==> src/rtl/divider.sv <==
// Multicycle radix-2 restoring integer divider, signed or unsigned, fixed WIDTH+2 cycle latency.
// Shares the level-held start / one-cycle end handshake used by the Booth multiplier.
module divider #(
  parameter int WIDTH = 32
) (
  input  logic             clk_i,
  input  logic             rst_i,
  input  logic             div_start_i,
  input  logic             div_signed_i,
  input  logic [WIDTH-1:0] div_opd1_i,
  input  logic [WIDTH-1:0] div_opd2_i,
  output logic [WIDTH-1:0] quotient_o,
  output logic [WIDTH-1:0] remainder_o,
  output logic             div_end_o
);

  localparam int CW = $clog2(WIDTH + 1);
  localparam logic [CW-1:0] LAST_ITER = CW'(WIDTH - 1);

  typedef enum logic [2:0] {
    S_IDLE,
    S_PREP,
    S_CALC,
    S_FIX,
    S_WAIT
  } state_t;

  state_t r_state;
  state_t w_state_next;

  // Operands captured at the accepting edge
  logic [WIDTH-1:0] r_opd1;
  logic [WIDTH-1:0] r_opd2;
  logic             r_signed;

  // Iteration datapath
  logic [WIDTH-1:0] r_dvd;
  logic [WIDTH:0]   r_dsr;
  logic [WIDTH:0]   r_rem;
  logic             r_qneg;
  logic             r_rneg;
  logic [CW-1:0]    r_cnt;

  logic [WIDTH-1:0] r_quotient;
  logic [WIDTH-1:0] r_remainder;
  logic             r_end;

  // Per-state strobes; each requires the request to still be held
  logic w_load;
  logic w_prep;
  logic w_calc;
  logic w_fix;

  logic [WIDTH:0]   w_ext1;
  logic [WIDTH:0]   w_ext2;
  logic [WIDTH:0]   w_abs1;
  logic [WIDTH:0]   w_abs2;
  logic [WIDTH+1:0] w_shift;
  logic [WIDTH+1:0] w_diff;
  logic             w_qbit;
  logic [WIDTH:0]   w_rem_next;
  logic             w_div_zero;
  logic [WIDTH-1:0] w_quot_fix;
  logic [WIDTH-1:0] w_rem_fix;

  // State register
  always_ff @(posedge clk_i) begin
    if (rst_i) begin
      r_state <= S_IDLE;
    end else begin
      r_state <= w_state_next;
    end
  end

  // Next-state logic; dropping the request in PREP/CALC/FIX aborts to IDLE
  always_comb begin
    w_state_next = r_state;
    case (r_state)
      S_IDLE:  w_state_next = div_start_i ? S_PREP : S_IDLE;
      S_PREP:  w_state_next = div_start_i ? S_CALC : S_IDLE;
      S_CALC: begin
        if (!div_start_i) begin
          w_state_next = S_IDLE;
        end else if (r_cnt == LAST_ITER) begin
          w_state_next = S_FIX;
        end else begin
          w_state_next = S_CALC;
        end
      end
      S_FIX:   w_state_next = div_start_i ? S_WAIT : S_IDLE;
      S_WAIT:  w_state_next = div_start_i ? S_WAIT : S_IDLE;
      default: w_state_next = S_IDLE;
    endcase
  end

  // Output/strobe decode
  always_comb begin
    w_load = 1'b0;
    w_prep = 1'b0;
    w_calc = 1'b0;
    w_fix  = 1'b0;
    case (r_state)
      S_IDLE:  w_load = div_start_i;
      S_PREP:  w_prep = div_start_i;
      S_CALC:  w_calc = div_start_i;
      S_FIX:   w_fix  = div_start_i;
      default: ;
    endcase
  end

  // WIDTH+1-bit magnitudes so that |most-negative| is representable
  assign w_ext1 = {r_signed & r_opd1[WIDTH-1], r_opd1};
  assign w_ext2 = {r_signed & r_opd2[WIDTH-1], r_opd2};
  assign w_abs1 = w_ext1[WIDTH] ? -w_ext1 : w_ext1;
  assign w_abs2 = w_ext2[WIDTH] ? -w_ext2 : w_ext2;

  // One restoring step: the borrow out of the extended difference rejects the subtraction
  assign w_shift    = {r_rem, r_dvd[WIDTH-1]};
  assign w_diff     = w_shift - {1'b0, r_dsr};
  assign w_qbit     = ~w_diff[WIDTH+1];
  assign w_rem_next = w_qbit ? w_diff[WIDTH:0] : w_shift[WIDTH:0];

  assign w_div_zero = (r_dsr == '0);
  assign w_quot_fix = w_div_zero ? {WIDTH{1'b1}} : (r_qneg ? -r_dvd : r_dvd);
  assign w_rem_fix  = w_div_zero ? r_opd1 : (r_rneg ? -r_rem[WIDTH-1:0] : r_rem[WIDTH-1:0]);

  always_ff @(posedge clk_i) begin
    if (rst_i) begin
      r_opd1      <= '0;
      r_opd2      <= '0;
      r_signed    <= 1'b0;
      r_dvd       <= '0;
      r_dsr       <= '0;
      r_rem       <= '0;
      r_qneg      <= 1'b0;
      r_rneg      <= 1'b0;
      r_cnt       <= '0;
      r_quotient  <= '0;
      r_remainder <= '0;
      r_end       <= 1'b0;
    end else begin
      r_end <= w_fix;
      if (w_load) begin
        r_opd1   <= div_opd1_i;
        r_opd2   <= div_opd2_i;
        r_signed <= div_signed_i;
      end
      if (w_prep) begin
        r_dvd  <= w_abs1[WIDTH-1:0];
        r_dsr  <= w_abs2;
        // The magnitude's top bit is always zero; it seeds the cleared partial remainder
        r_rem  <= {{WIDTH{1'b0}}, w_abs1[WIDTH]};
        r_qneg <= w_ext1[WIDTH] ^ w_ext2[WIDTH];
        r_rneg <= w_ext1[WIDTH];
        r_cnt  <= '0;
      end
      if (w_calc) begin
        r_rem <= w_rem_next;
        r_dvd <= {r_dvd[WIDTH-2:0], w_qbit};
        r_cnt <= r_cnt + 1'b1;
      end
      if (w_fix) begin
        r_quotient  <= w_quot_fix;
        r_remainder <= w_rem_fix;
      end
    end
  end

  assign quotient_o  = r_quotient;
  assign remainder_o = r_remainder;
  assign div_end_o   = r_end;

endmodule

==> config.mk <==
export PLATFORM = sky130hd
export DESIGN_NAME = divider
export DESIGN_NICKNAME = d
export VERILOG_FILES = /design/src/rtl/divider.sv
export SDC_FILE = /design/constraint.sdc
export NUM_CORES = 1
export LEC_CHECK = 0
export ABC_AREA = 0
export CORE_MARGIN = 4
export CORE_UTILIZATION = 55
export CTS_CLUSTER_SIZE = 30
export DETAILED_ROUTE_END_ITERATION = 12
export PLACE_DENSITY_LB_ADDON = 0.3
export SETUP_SLACK_MARGIN = 0.1
export SYNTH_ARGS = -nofsm -noshare
export SYNTH_HDL_FRONTEND = slang
export SYNTH_SLANG_ARGS = --single-unit
==> constraint.sdc <==
create_clock -name clk_i -period 8.3 [get_ports clk_i]
set_input_delay 1.66 -clock clk_i [delete_from_list [all_inputs] [get_ports clk_i]]
set_output_delay 1.66 -clock clk_i [all_outputs]
set_load 0.05 [all_outputs]
==> summary.txt <==
Status
  • Run status: finished clean

STA
  • Tightest Pin Transition: 1.09 ns
  • Max-slew violations: 0
  • Rel. slew slack: 0.271
  • Setup TNS: 0 ns
  • Final Cycle Share: 0.469
  • Minimum clock period: 3.89 ns
  • Final setup fails: 0
  • Clk_skew: 0.0121 ns
  • Hold_ws: between 0.4 and 0.5 ns
  • Final Hold Fails: 0
  • Setup slack after layout: approximately 4.4 ns
  • FMAX: 257 MHz
  • Unrepaired setup endpoints after global routing: no

Clock tree
  • # hold bufs at CTS: 0
  • Clk buf depth: 3
  • Later-pin clock latency in the skew report: 0.53 ns
  • CTS tree: built
  • Number of buffers created by CTS: 26
  • Cell chosen for the clock root: clkbuf_16
  • Clock slew at reported path FFs: 0.06 ns
  • # resized after CTS: 0
  • # Post-CTS Setup Buffers: 0
  • Htree depth: 1
  • Clock Sinks: 239

Placed design
  • Port Buffer Count: 132
  • Final HPWL DP: between 20000 and 30000 um
  • Pre-CTS setup slack: 3.99 ns
  • Routability cong.: 0.892

Die
  • Die area: 26500 um^2
  • Die Height: approximately 160 um
  • IO Pins: 133
  • Row count: 56
  • Die X: 163 um
  • Placeable Area: 23500 um^2
  • Initial Util: 0.560

Setup path
  • Critical path class: reg2reg
  • Element type at the critical path start: register
  • Crit-path max FO: 11
  • Crit end category: register
  • WP data arrival: about 4.3 ns
  • Required time worst endpoint: 8.70 ns

Synth
  • Cells after synthesis: 1695
  • Syn avg cell area: 7.78 um^2
  • Number of synthesized flops with an enable pin: 0
  • Yosys warns: 0
  • Synth Area in Compound Gates: 0.243
  • Syn Nets: 1802
  • Synthesized flop and latch total: 239
  • Post-synthesis simple-gate area fraction: 0.198
  • Cell accounting for the most synthesized area: dfxtp_1
  • Post-Synth XOR/XNOR Area: 0.0956
  • Synth Cell Area: ~13000 um^2
  • Post-synthesis adder-cell area fraction: 0.0376
  • Top_reg_cell synth: dfxtp_1
  • Async S/R FF share, synth: 0
  • Multiplexer share of the synthesized area: 0.0167
  • Sequential cell area fraction in the yosys report: 0.363
  • Synth cell types: slightly above 60
  • Top post-synthesis cells by area: dfxtp_1 (36%), nand2_1 (8.0%), a21oi_1 (7.6%)
  • Main combinational cell family by area after synthesis: compound AO/OA/AOI/OAI gates
  • Top cell type's share of synthesized area: 0.363

Global routing
  • Antenna violations before repair: 0
  • Largest net degree at the start of global routing: 125
  • Total GRT Usage: 0.251
  • Vias in the first global route: 11200
  • Gr ovfl total: 0
  • First-pass GRT wire length: 55800 um

Route
  • DR WL/cell: approximately 17 um
  • Residual DRC count: 0
  • Vias per cell: 5.86
  • Routed WL: about 35000 um
  • Routed Antenna Nets: 0
  • 1st-iter DRT viols: 964
  • First-pass DRT Iterations: 5
  • Vias: ~12000

Cells and area
  • Total Nets Final: 1867
  • Post-layout util: 0.658
  • N_diodes: 0
  • Area delta synth->final: 17.6%
  • Layout cell share with drive strength beyond 1: 0.0422

Pwr
  • IR drop worst, VDD: 0.000240 V
  • Pleak: 5.75 nW
  • PD cells: ~190 nW/um^2
  • Power Total: around 2.9 mW

Job
  • Number of max-cap violations: 0

Min path
  • Type of the worst min-delay path: reg2reg
-- logic make-up (layout without fill, tap and decap cells) --
| group | count (synthesis) | after routing |
|---|---|---|
| compound gates | 506 | 506 |
| xor+xnor | 143 | 143 |
| fa+ha+maj | 39 | 39 |
| buf+inv | 163 | 247 |
| flops | 239 | 239 |
| mux | 22 | 22 |
| simple gates | 583 | 583 |
-- per-stage QoR --
stage	cell area, um^2	instances
after floorplan	13200	1695
after global placement	14600	2051
after detailed placement	14600	2051
after CTS	15500	2098
after global routing	15500	2098
final	15500	2098
-- final cells by class --
cell class / count / area, um^2
Fill cell: 2059 / 8040
Multi-Input combinational cell: 1293 / 7820
Sequential cell: 239 / 4780
Timing Repair Buffer: 142 / 1400
Clock buffer: 37 / 753
Tap cell: 319 / 399
Inverter: 58 / 218
Clock inverter: 10 / 128
-- registers in the layout, indices dropped and copies added, names as in the netlist --
signal,count
div_end_o,1
r_signed,1
r_state,3
r_rneg,1
r_cnt,6
r_opd1,32
r_rem,33
quotient_o,32
r_dvd,32
r_dsr,33
r_opd2,32
remainder_o,32
r_qneg,1
-- routing by layer --
layer / GRT usage / part of all wire
met2: 0.424 / 0.47
met3: 0.0364 / 0.063
met1: 0.334 / 0.44
met4: 0.0793 / 0.031
met5: 0 / 0
-- power by group --
part	leakage [nW]	switching [mW]	internal [mW]
registers	1.94	0.0462	1.18
logic	3.38	0.285	0.185
clock network	0.435	0.460	0.722
-- cells in the mapped netlist (5+ instances only) --
cell        n
a211oi_1   58
a21o_1      6
a21oi_1   200
a221o_1     5
a22oi_1    31
a311oi_1   24
a31oi_1     6
a32oi_1     8
and2_1      7
buf_1      12
clkbuf_1   91
dfxtp_1   239
ha_1       38
inv_1      58
mux2i_1    22
nand2_1   280
nand2b_1    6
nand3_1    23
nand3b_1    5
nand4_1    13
nor2_1    149
nor2b_1     8
nor3_1     19
nor3b_1     8
nor4_1     16
o211ai_1   18
o21a_1      6
o21ai_0    81
o31ai_1    28
o41ai_1    12
or2_2       5
or3_1      14
or4_1      17
xnor2_1    43
xor2_1     99
-- critical path: stages, from the launching register on --
cell and delay (ns):
dfxtp_1 0.40, ha_1 0.45, and4_1 0.26, nand3_1 0.15, or2_2 0.32, o31ai_1 0.55, a31oi_1 0.29, xor2_1 0.81
nor2_1 0.19, a221o_1 0.34
-- placed cells by master (no fill, tap or decap), types with 16 or more instances in the layout --
cell             count
inv_1               58
o31ai_1             28
mux2i_1             22
a21oi_1            200
nor4_1              16
o211ai_1            18
xnor2_1             43
dfxtp_1            239
nand3_1             22
a311oi_1            24
nor3_1              18
xor2_1              99
a211oi_1            58
clkbuf_16           27
nor2_1             146
or4_1               17
a22oi_1             31
clkdlybuf4s50_1    131
nand2_1            279
o21ai_0             81
ha_1                38
-- path summary, 6_finish.rpt --
path / startpoint / endpoint / slack (ns) / depth (start not counted)
setup / recovery: r_rem[17] / r_rem[30] / 4.41 / 9
hold / removal: r_dsr[17] / r_dsr[17] / 0.45 / 2
setup reg to reg: r_rem[17] / r_rem[30] / 4.41 / 9
hold reg to reg: r_dsr[17] / r_dsr[17] / 0.45 / 2
(Power assumes the default switching activity.)
